==> src/rtl/vxe_ctrl_regs.sv <==
// Control/status register bank behind the AXI4 slave BIU: programming registers,
// start/run/done engine FSM and maskable interrupt. Optional macro: VXE_CTRL_SCRATCH_EN.
module vxe_ctrl_regs #(
  parameter int                    ADDR_WIDTH = 32,
  parameter int                    DATA_WIDTH = 32,
  parameter logic [DATA_WIDTH-1:0] VXE_ID     = 32'h5658_0100
) (
  input  logic                    clk,
  input  logic                    nrst,
  input  logic [ADDR_WIDTH-1:0]   biu_waddr,
  input  logic                    biu_wenable,
  input  logic [DATA_WIDTH-1:0]   biu_wdata,
  input  logic [DATA_WIDTH/8-1:0] biu_wben,
  output logic                    biu_waccept,
  output logic                    biu_werror,
  input  logic [ADDR_WIDTH-1:0]   biu_raddr,
  input  logic                    biu_renable,
  output logic [DATA_WIDTH-1:0]   biu_rdata,
  output logic                    biu_raccept,
  output logic                    biu_rerror,
  output logic                    o_start,
  output logic [63:0]             o_pgm_addr,
  input  logic                    i_busy,
  input  logic                    i_done,
  input  logic                    i_err,
  output logic                    o_intr
);

  localparam logic [2:0] IDX_ID     = 3'd0;
  localparam logic [2:0] IDX_CTRL   = 3'd1;
  localparam logic [2:0] IDX_STATUS = 3'd2;
  localparam logic [2:0] IDX_ACT    = 3'd3;
  localparam logic [2:0] IDX_MSK    = 3'd4;
  localparam logic [2:0] IDX_PGM_LO = 3'd5;
  localparam logic [2:0] IDX_PGM_HI = 3'd6;
`ifdef VXE_CTRL_SCRATCH_EN
  localparam logic [2:0] IDX_SCR    = 3'd7;
  localparam bit         SCR_EN     = 1'b1;
`else
  localparam bit         SCR_EN     = 1'b0;
`endif

  typedef enum logic [1:0] {ST_IDLE, ST_START, ST_RUN} state_t;

  state_t                state_reg, state_next;
  logic [1:0]            act_reg, act_next, msk_reg;
  logic [DATA_WIDTH-1:0] pgm_lo_reg, pgm_hi_reg;
  logic                  intr_reg;
  logic                  waccept_reg, werror_reg;
  logic                  raccept_reg, rerror_reg;
  logic [DATA_WIDTH-1:0] rdata_reg;
`ifdef VXE_CTRL_SCRATCH_EN
  logic [DATA_WIDTH-1:0] scr_reg;
  logic                  scr_we;
`endif

  logic [DATA_WIDTH-1:0] wmask;
  for (genvar gi = 0; gi < DATA_WIDTH/8; gi++) begin : g_wmask
    assign wmask[gi*8 +: 8] = {8{biu_wben[gi]}};
  end

  function automatic logic [DATA_WIDTH-1:0] merge(input logic [DATA_WIDTH-1:0] old_val,
                                                  input logic [DATA_WIDTH-1:0] new_val,
                                                  input logic [DATA_WIDTH-1:0] mask);
    return (old_val & ~mask) | (new_val & mask);
  endfunction

  // A new request is taken only outside the accept cycle, so a held enable is not double-counted.
  logic       wr_fire, rd_fire;
  logic [2:0] w_idx, r_idx;
  logic       w_valid, r_valid;

  assign wr_fire = biu_wenable && !waccept_reg;
  assign rd_fire = biu_renable && !raccept_reg;
  assign w_idx   = biu_waddr[4:2];
  assign r_idx   = biu_raddr[4:2];
  assign w_valid = (biu_waddr[1:0] == 2'b00) && (biu_waddr[ADDR_WIDTH-1:5] == '0) &&
                   ((w_idx != 3'd7) || SCR_EN);
  assign r_valid = (biu_raddr[1:0] == 2'b00) && (biu_raddr[ADDR_WIDTH-1:5] == '0) &&
                   ((r_idx != 3'd7) || SCR_EN);

  logic       wr_err, start_wr, msk_we, pgm_lo_we, pgm_hi_we;
  logic [1:0] act_clr;

  always_comb begin
    wr_err    = 1'b0;
    start_wr  = 1'b0;
    msk_we    = 1'b0;
    pgm_lo_we = 1'b0;
    pgm_hi_we = 1'b0;
    act_clr   = 2'b00;
`ifdef VXE_CTRL_SCRATCH_EN
    scr_we    = 1'b0;
`endif
    if (wr_fire) begin
      if (!w_valid) begin
        wr_err = 1'b1;
      end else begin
        case (w_idx)
          IDX_ID, IDX_STATUS: wr_err = 1'b1;
          IDX_CTRL: begin
            if (biu_wben[0] && biu_wdata[0]) begin
              if (state_reg != ST_IDLE) wr_err = 1'b1;
              else                      start_wr = 1'b1;
            end
          end
          IDX_ACT: act_clr = biu_wdata[1:0] & wmask[1:0];
          IDX_MSK: msk_we = 1'b1;
          IDX_PGM_LO: begin
            if (state_reg != ST_IDLE) wr_err = 1'b1;
            else                      pgm_lo_we = 1'b1;
          end
          IDX_PGM_HI: begin
            if (state_reg != ST_IDLE) wr_err = 1'b1;
            else                      pgm_hi_we = 1'b1;
          end
`ifdef VXE_CTRL_SCRATCH_EN
          IDX_SCR: scr_we = 1'b1;
`endif
          default: ;
        endcase
      end
    end
  end

  // Engine FSM; completion sets INTR_ACT after the W1C clear so hardware set wins.
  logic done_set, err_set;

  always_comb begin
    state_next = state_reg;
    done_set   = 1'b0;
    err_set    = 1'b0;
    case (state_reg)
      ST_IDLE:  if (start_wr) state_next = ST_START;
      ST_START: if (i_busy)   state_next = ST_RUN;
      ST_RUN: begin
        if (i_done) begin
          state_next = ST_IDLE;
          done_set   = 1'b1;
          err_set    = i_err;
        end
      end
      default: state_next = ST_IDLE;
    endcase
    act_next = (act_reg & ~act_clr) | {err_set, done_set};
  end

  logic [DATA_WIDTH-1:0] rd_val;

  always_comb begin
    rd_val = '0;
    case (r_idx)
      IDX_ID:     rd_val = VXE_ID;
      IDX_STATUS: rd_val[0] = (state_reg != ST_IDLE);
      IDX_ACT:    rd_val[1:0] = act_reg;
      IDX_MSK:    rd_val[1:0] = msk_reg;
      IDX_PGM_LO: rd_val = pgm_lo_reg;
      IDX_PGM_HI: rd_val = pgm_hi_reg;
`ifdef VXE_CTRL_SCRATCH_EN
      IDX_SCR:    rd_val = scr_reg;
`endif
      default:    rd_val = '0;
    endcase
  end

  always_ff @(posedge clk or negedge nrst) begin
    if (!nrst) begin
      state_reg   <= ST_IDLE;
      act_reg     <= 2'b00;
      msk_reg     <= 2'b00;
      pgm_lo_reg  <= '0;
      pgm_hi_reg  <= '0;
      intr_reg    <= 1'b0;
      waccept_reg <= 1'b0;
      werror_reg  <= 1'b0;
      raccept_reg <= 1'b0;
      rerror_reg  <= 1'b0;
      rdata_reg   <= '0;
    end else begin
      state_reg   <= state_next;
      act_reg     <= act_next;
      if (msk_we)    msk_reg    <= (msk_reg & ~wmask[1:0]) | (biu_wdata[1:0] & wmask[1:0]);
      if (pgm_lo_we) pgm_lo_reg <= merge(pgm_lo_reg, biu_wdata, wmask);
      if (pgm_hi_we) pgm_hi_reg <= merge(pgm_hi_reg, biu_wdata, wmask);
      intr_reg    <= |(act_reg & msk_reg);
      waccept_reg <= wr_fire;
      werror_reg  <= wr_fire && wr_err;
      raccept_reg <= rd_fire;
      rerror_reg  <= rd_fire && !r_valid;
      rdata_reg   <= (rd_fire && r_valid) ? rd_val : '0;
    end
  end

`ifdef VXE_CTRL_SCRATCH_EN
  always_ff @(posedge clk or negedge nrst) begin
    if (!nrst)       scr_reg <= '0;
    else if (scr_we) scr_reg <= merge(scr_reg, biu_wdata, wmask);
  end
`endif

  assign biu_waccept = waccept_reg;
  assign biu_werror  = werror_reg;
  assign biu_raccept = raccept_reg;
  assign biu_rerror  = rerror_reg;
  assign biu_rdata   = rdata_reg;
  assign o_start     = (state_reg == ST_START);
  assign o_pgm_addr  = {pgm_hi_reg, pgm_lo_reg};
  assign o_intr      = intr_reg;

endmodule

==> config.mk <==
export PLATFORM = sky130hd
export DESIGN_NAME = vxe_ctrl_regs
export DESIGN_NICKNAME = d
export VERILOG_FILES = /design/src/rtl/vxe_ctrl_regs.sv
export SDC_FILE = /design/constraint.sdc
export NUM_CORES = 1
export LEC_CHECK = 0
export ABC_AREA = 1
export BUFFER_PORTS_ARGS = -buffer_cell sky130_fd_sc_hd__clkbuf_2
export CAP_MARGIN = 20
export CORE_MARGIN = 5
export CORE_UTILIZATION = 50
export CTS_BUF_LIST = sky130_fd_sc_hd__clkbuf_8
export CTS_CLUSTER_SIZE = 12
export DETAILED_ROUTE_END_ITERATION = 7
export GPL_TIMING_DRIVEN = 0
export PLACE_DENSITY = 0.92
export REMOVE_ABC_BUFFERS = 1
export SETUP_SLACK_MARGIN = 0.4
export SYNTH_ARGS = -nofsm -noshare
export SYNTH_HDL_FRONTEND = slang
export SYNTH_SLANG_ARGS = --single-unit
==> constraint.sdc <==
create_clock -name clk -period 2.1 [get_ports clk]
set_clock_uncertainty 0.2 [all_clocks]
set_input_delay 0.105 -clock clk [delete_from_list [all_inputs] [get_ports clk]]
set_output_delay 0.105 -clock clk [all_outputs]
set_load 0.01 [all_outputs]
==> impl_metrics.toml, run 1 <==
[synthesis]
synth.distinct_cells = 34
synthArstFlopShare_pct = 100
postSynthAreaPerCell_um2 = 8.99
synth-main-ff-cell = "dfrtp_1"
yosysMostFrequentCell = "nand2_1"
ys_top_cells_by_area = "dfrtp_1 (54%), nand2_1 (12%), nand4_1 (8.8%)"
yosysTopAreaCell = "dfrtp_1"
ys_seq_area_share_pct = 53.9
synth_edf_count = 0
synth_top_area_share_pct = 53.9
synth_area_mm2 = 0.00496
synthTopCellsByCount = "nand2_1 (153), dfrtp_1 (107), nand4_1 (70)"
yosysWarnings = 0
ys_seq_elements = 107
synth_cells = 552

[floorplan]
dieArea_mm2 = 0.0120
dieHeight_um = 110
num_rows = 36
fp.dieW_um = 110
start_util_pct = 51.0
num_io_pins = 209
core_area_mm2 = 0.00973

[placed_design]
placed_cells = 867
gp_congestion = 0.769
port_buffers = 208
dp_hpwl_um = 10200

[layout]
final_core_util_pct = 72.6
multi_input_area_mm2 = 0.00198
nNetsFinal = 914
syn2layout_area_growth_pct = 42.2
antennaDiodeCount = 0
regArea_mm2 = 0.00268
fill_cells = 699
drive_gt1_share_pct = 32.9
final_cells = 945

[run]
maxCapViolCount = 0

[sta]
setup_viol_count_final = 0
fin_setup_tns_ns = 0
holdWs_ns = 0.0270
max_freq_ghz = 0.608
slew_headroom_pct = 42.6
drv_slew = 0
period_needed_ns = 1.64
period_share_pct = 78.3
hold_viol_final = 0
worst_slew_pin_slew_ns = 0.860
rsz0062_at_grt = "true"

[global_routing]
antenna_found_initial = 0
grt_max_degree = 108
grt_pass1_wl_um = 24500
overflow = 0
first_global_vias = 5078
grt_usage_pct = 26.2

[outcome]
outcome = "complete, no violations"

[setup_path]
r2r_cells = 7
cp-end-kind = "flip-flop"
r2r_slack_ns = 0.46
arrival_ns = 1.74
cp_cell_sequence = "nor2_4, nand2_4, nor3_4, buf_12, clkbuf_16, nand4_1, nand2_1"
required_ns = 2.20
crit_buf_inv = 2
cp.depth = 7
r2r-start = "state_reg[1]$_DFFE_PN0P_"
cp_slowest_cell = "dfrtp_2"
cp_top_family = "simple AND/OR/NAND/NOR gates"
crit_type = "reg2reg"
critPathLaunchType = "flip-flop"
crit_path_max_incr_delay_ns = 0.44
cp_max_fo = 13

[min_path]
hold_start = "biu_waddr[3]"
hp-class = "in2reg"
hold_end = "state_reg[0]$_DFFE_PN0P_"
holdPathStages = 6

[routing]
via_per_inst = 5.44
ant_nets = 0
dr.pass1.iters = 5
wl_per_cell_um = 17.0
wl_um = 16000
drc = 0
drt_iter0_drc = 402
vias = 5143

[clocking]
clock_latency_ns = 0.36
h-tree-depth = 3
clock_sinks = 107
path_clk_slew_ns = 0.11
cts_made_buffers = 9
cts_root_buffer = "clkbuf_8"
cts_tree = "yes"
clockBufferDepth = 2

[power]
combPwrFrac_pct = 10.4
power_frac_seq_pct = 54.8
p_switching_mw = 0.972
p_per_area_mw_per_mm2 = 536
max-vdd-ir-drop_uv = 385
intPower_mw = 2.81
leakage_nw = 3.83
pwr-share-clk_pct = 34.8
p_sw_share_pct = 25.7
metrics by stage:
step	setup WS [ns]	power [mW]	cell area [um2]
5_1_grt	0.378	3.91	7060
6_report	0.457	3.78	7060
3_5_place_dp	-0.658	2.42	6150
4_1_cts	0.408	3.79	6990
2_1_floorplan	-0.979	2.20	4790
3_3_place_gp	-2.21	2.40	5990
layout by cell type (no fill, tap or decap), types with 2 or more instances in the layout:
| cell type | n |
|---|---|
| nor3_1 | 3 |
| clkbuf_2 | 207 |
| dfrtp_1 | 106 |
| o21ai_1 | 4 |
| dlygate4sd3_1 | 49 |
| nor3_4 | 2 |
| nor2_4 | 3 |
| o21ai_0 | 2 |
| inv_1 | 41 |
| inv_6 | 3 |
| a221oi_1 | 8 |
| a21oi_1 | 2 |
| a22o_1 | 22 |
| nand3b_1 | 2 |
| buf_16 | 5 |
| nand3_1 | 14 |
| nor2_1 | 62 |
| clkbuf_8 | 10 |
| nand2_1 | 152 |
| buf_12 | 3 |
| buf_4 | 8 |
| nand4_4 | 8 |
| clkbuf_16 | 2 |
| inv_2 | 5 |
| nand4_1 | 70 |
worst max-delay path by stage:
stage	start	to	slack, ns
finish	state_reg[1]$_DFFE_PN0P_	flip-flop	0.46
global route	state_reg[1]$_DFFE_PN0P_	flip-flop	0.38
CTS	state_reg[0]$_DFFE_PN0P_	flip-flop	0.41
detailed placement	biu_raddr[4]	biu_rdata[10]$_DFF_PN0_	-0.66
global placement	biu_raddr[4]	biu_rdata[4]$_DFF_PN0_	-2.21
floorplan	biu_waccept$_DFF_PN0_	flip-flop	-0.98
cell type report:
type	instances	area share (%)
Clock inverter	7	1.15
Timing Repair Buffer	275	26.2
Inverter	47	2.53
Clock buffer	9	1.75
Tap cell	133	2.36
Multi-Input combinational cell	367	28.1
Sequential cell	107	37.9
worst register-to-register path: stages, from the launching register on:
cell and delay (ns):
dfrtp_2 0.44, nor2_4 0.16, nand2_4 0.09, nor3_4 0.17, buf_12 0.17, clkbuf_16 0.17, nand4_1 0.08, nand2_1 0.10
kinds of logic (layout without fill, tap and decap cells):
| kind of cell | Yosys count | count (layout) | synth area share, % |
|---|---|---|---|
| flops | 107 | 107 | 53.9 |
| simple gates | 324 | 324 | 32.1 |
| buf+inv | 78 | 338 | 7.11 |
| compound gates | 43 | 43 | 6.83 |
per-layer routing:
metal	track usage (%)	share of wire [%]	up-vias	wire [um]
li1	-	-	2388	-
met4	10.6	2.5	0	395
met1	33.3	39	2447	6240
met2	44.7	51	265	8150
met3	4.17	7.9	43	1260
met5	0	0	-	0
power groups by stage:
stage	sequential (mW)	combinational, mW	clock (mW)
3_3_place_gp	2.11	0.289	0
6_report	2.07	0.393	1.32
2_1_floorplan	2.12	0.0802	0
3_5_place_dp	2.11	0.308	0
5_1_grt	2.08	0.429	1.41
4_1_cts	2.07	0.384	1.34
timing repair:
action	CTS	global route
pin swaps	5	5
setup endpoints to repair	100	81
hold buffers	49	0
resized for setup	9	1
gates cloned	0	2
buffers inserted	9	2
endpoints found under the hold margin	183	0
No activity file was read; power rests on OpenSTA's default activity.
==> run 2: changes to the inputs <==
--- a/config.mk
+++ b/config.mk
@@ -5,16 +5,16 @@
 export SDC_FILE = /design/constraint.sdc
 export NUM_CORES = 1
 export LEC_CHECK = 0
-export ABC_AREA = 1
+export ABC_AREA = 0
 export BUFFER_PORTS_ARGS = -buffer_cell sky130_fd_sc_hd__clkbuf_2
 export CAP_MARGIN = 20
 export CORE_MARGIN = 5
-export CORE_UTILIZATION = 50
+export CORE_UTILIZATION = 44
 export CTS_BUF_LIST = sky130_fd_sc_hd__clkbuf_8
 export CTS_CLUSTER_SIZE = 12
 export DETAILED_ROUTE_END_ITERATION = 7
 export GPL_TIMING_DRIVEN = 0
-export PLACE_DENSITY = 0.92
+export PLACE_DENSITY = 0.87
 export REMOVE_ABC_BUFFERS = 1
 export SETUP_SLACK_MARGIN = 0.4
 export SYNTH_ARGS = -nofsm -noshare
==> constraint.sdc (replaced) <==
create_clock -name clk -period 1.34 [get_ports clk]
set_clock_uncertainty 0.2 [all_clocks]
set_input_delay 0.067 -clock clk [delete_from_list [all_inputs] [get_ports clk]]
set_output_delay 0.067 -clock clk [all_outputs]
set_load 0.01 [all_outputs]
==> run 2 against run 1 <==
  * The run now ends with negative hold slack, negative setup slack left
  * Critical path type unchanged
  * Global-route usage up 0.099 points
  * Clock power up 40%
  * Via count down 8.4%
==> impl_metrics.toml, run 2 <==
[global_routing]
grt_max_degree = 60
antenna_found_initial = 0
overflow = 0
first_global_vias = 4980
grt_usage_pct = 26.3
grt_pass1_wl_um = 26400

[routing]
drt_iter0_drc = 238
dr.pass1.iters = 5
route.met2.wl_um = 9570
drc = 0
wl_per_cell_um = 22.0
vias = 4713
dr.max_layer_used = "met4"
wl_met1_um = 6670
met3_length_um = 1380
wl_um = 18400
via_per_inst = 5.63
ant_nets = 0

[synthesis]
synth-main-ff-cell = "dfrtp_1"
yosysTopAreaCell = "dfrtp_1"
synthArstFlopShare_pct = 100
ys_seq_elements = 107
yosys.area_share.simple_pct = 15.7
synth_compound_area_share_pct = 8.58
synth_xor_area_share_pct = 0
postSynthAreaPerCell_um2 = 13.3
synth_edf_count = 0
synth.distinct_cells = 42
ys_top_cells_by_area = "dfrtp_1 (56%), mux2_2 (12%), nor4_4 (4.5%)"
synth_top_area_share_pct = 56.3
synthTopCellsByCount = "dfrtp_1 (107), mux2_2 (50), nor3_1 (37)"
yosysWarnings = 0
synthAdderAreaFrac_pct = 0
yosysMostFrequentCell = "dfrtp_1"
ys_seq_area_share_pct = 56.3
synthMuxAreaShare_pct = 16.7
synth_area_mm2 = 0.00475
synth_top_family_by_area = "multiplexers"
synth_cells = 357

[clocking]
clockBufferDepth = 2
cts_made_buffers = 9
path_clk_slew_ns = 0.11
clock_latency_ns = 0.37
cts_tree = "yes"
h-tree-depth = 3
cts_root_buffer = "clkbuf_8"
clock_sinks = 107
cts_hold_buf = 34

[power]
p_per_area_mw_per_mm2 = 701
leakage_nw = 4.34
p_total_mw = 5.80
max-vdd-ir-drop_uv = 562

[setup_path]
arrival_ns = 2.03
crit_buf_inv = 2
r2r_cells = 6
cp_cell_sequence = "nor2_4, nand4_4, buf_12, nor4_4, buf_6, mux2_4"
required_ns = 1.39
cp_top_family = "simple AND/OR/NAND/NOR gates"
cp_max_fo = 8
cp_slowest_cell = "dfrtp_2"
critPathLaunchType = "flip-flop"
cp-end-kind = "flip-flop"
crit_path_max_incr_delay_ns = 0.44
cp.depth = 6
r2r_slack_ns = -0.63
crit_type = "reg2reg"

[outcome]
outcome = "finished with violations"
violations = "negative hold slack, negative setup slack"

[floorplan]
dieArea_mm2 = 0.0130
num_rows = 38
start_util_pct = 44.4
core_area_mm2 = 0.0107
fp.dieW_um = 114
dieHeight_um = 114
num_io_pins = 209

[sta]
timing.final.ws_setup_ns = -0.634
setup_viol_count_final = 104
rsz0062_at_grt = "true"
period_share_pct = 147
slew_headroom_pct = 52.1
drv_slew = 0
fin_setup_tns_ns = -41.90
hold_viol_final = 57
period_needed_ns = 1.97
holdWs_ns = -0.456
max_freq_ghz = 0.507
worst_slew_pin_slew_ns = 0.719

[placed_design]
port_buffers = 208
dp_hpwl_um = 10100
gp_congestion = 0.893
place_ws_ns = -1.63

[layout]
drive_gt1_share_pct = 66.7
final_core_util_pct = 77.3
regArea_mm2 = 0.00268
nNetsFinal = 800
antennaDiodeCount = 0
final_cell_mix = "dfrtp_1 (105), clkbuf_2 (102), buf_2 (83)"
syn2layout_area_growth_pct = 73.9
layout_commonest_cell = "dfrtp_1"
multi_input_area_mm2 = 0.00261
fill_cells = 609

[min_path]
hp-class = "in2async"

[run]
maxCapViolCount = 0
-- run 2: cell count changes in the layout (fill, tap and decap cells not counted), sizes merged, moves of 44 or more --
cell and delta:
buf +188, nand2 -148, clkbuf -103, nand4 -76, mux2 +66, nor2 -61
inv -44
-- run 2: cell type report --
cell class	instances	share of cell area, %
clock buffer	9	1.50
clock inverter	6	0.606
inverter	4	0.212
multi-input combinational	226	31.6
sequential	107	32.4
tap	140	2.12
timing repair buffer	345	31.6
-- run 2: final timing paths --
path / to / from
min reg2reg: flip-flop / flip-flop
min: asynchronous set/reset pin / nrst
min in group clk: flip-flop / biu_wdata[0]
max in group asynchronous: asynchronous set/reset pin / nrst
max reg2reg: flip-flop / state_reg[0]$_DFFE_PN0P_
max: flip-flop / state_reg[0]$_DFFE_PN0P_
-- run 2: what timing repair did --
action,CTS,global route
setup buffers,77,18
hold endpoints to repair,131,58
gates cloned,3,0
gates resized for setup,142,160
pin swaps,51,13
endpoints found under the setup margin,209,209
-- run 2: kinds of logic (layout without fill, tap and decap cells) --
logic type,Yosys count,after routing
multiplexers,68,68
AND/OR/NAND/NOR,101,101
buffers and inverters,24,364
AO/OA/AOI/OAI,57,57
flip-flops,107,107
-- run 2: metrics by stage --
step,hold slack (ns),std cells,area [um2]
floorplan,-0.429,337,4640
global placement,0.0991,685,5860
detailed placement,-0.0248,690,5990
CTS,-0.435,819,7850
global route,-0.401,837,8270
finish,-0.456,837,8270
-- run 2: worst reg2reg max path, delay by kind of cell, from the launching register on --
family / cells / cell delay (ns)
DFF: 1 / 0.44
and+or+nand+nor: 3 / 0.57
muxes: 1 / 0.30
buffers and inverters: 2 / 0.37
-- run 2: report_power, final --
group          internal (mW)  switching [mW]  total [mW]
sequential              3.23         0.00593        3.24
combinational          0.335           0.373       0.708
clock                  0.694            1.16        1.85
-- run 2: layer usage --
metal | up-vias | GRT usage (%)
met4 | 0 | 9.90
met2 | 266 | 47.7
li1 | 2027 | -
met5 | - | 0
met1 | 2351 | 30.4
met3 | 69 | 5.62
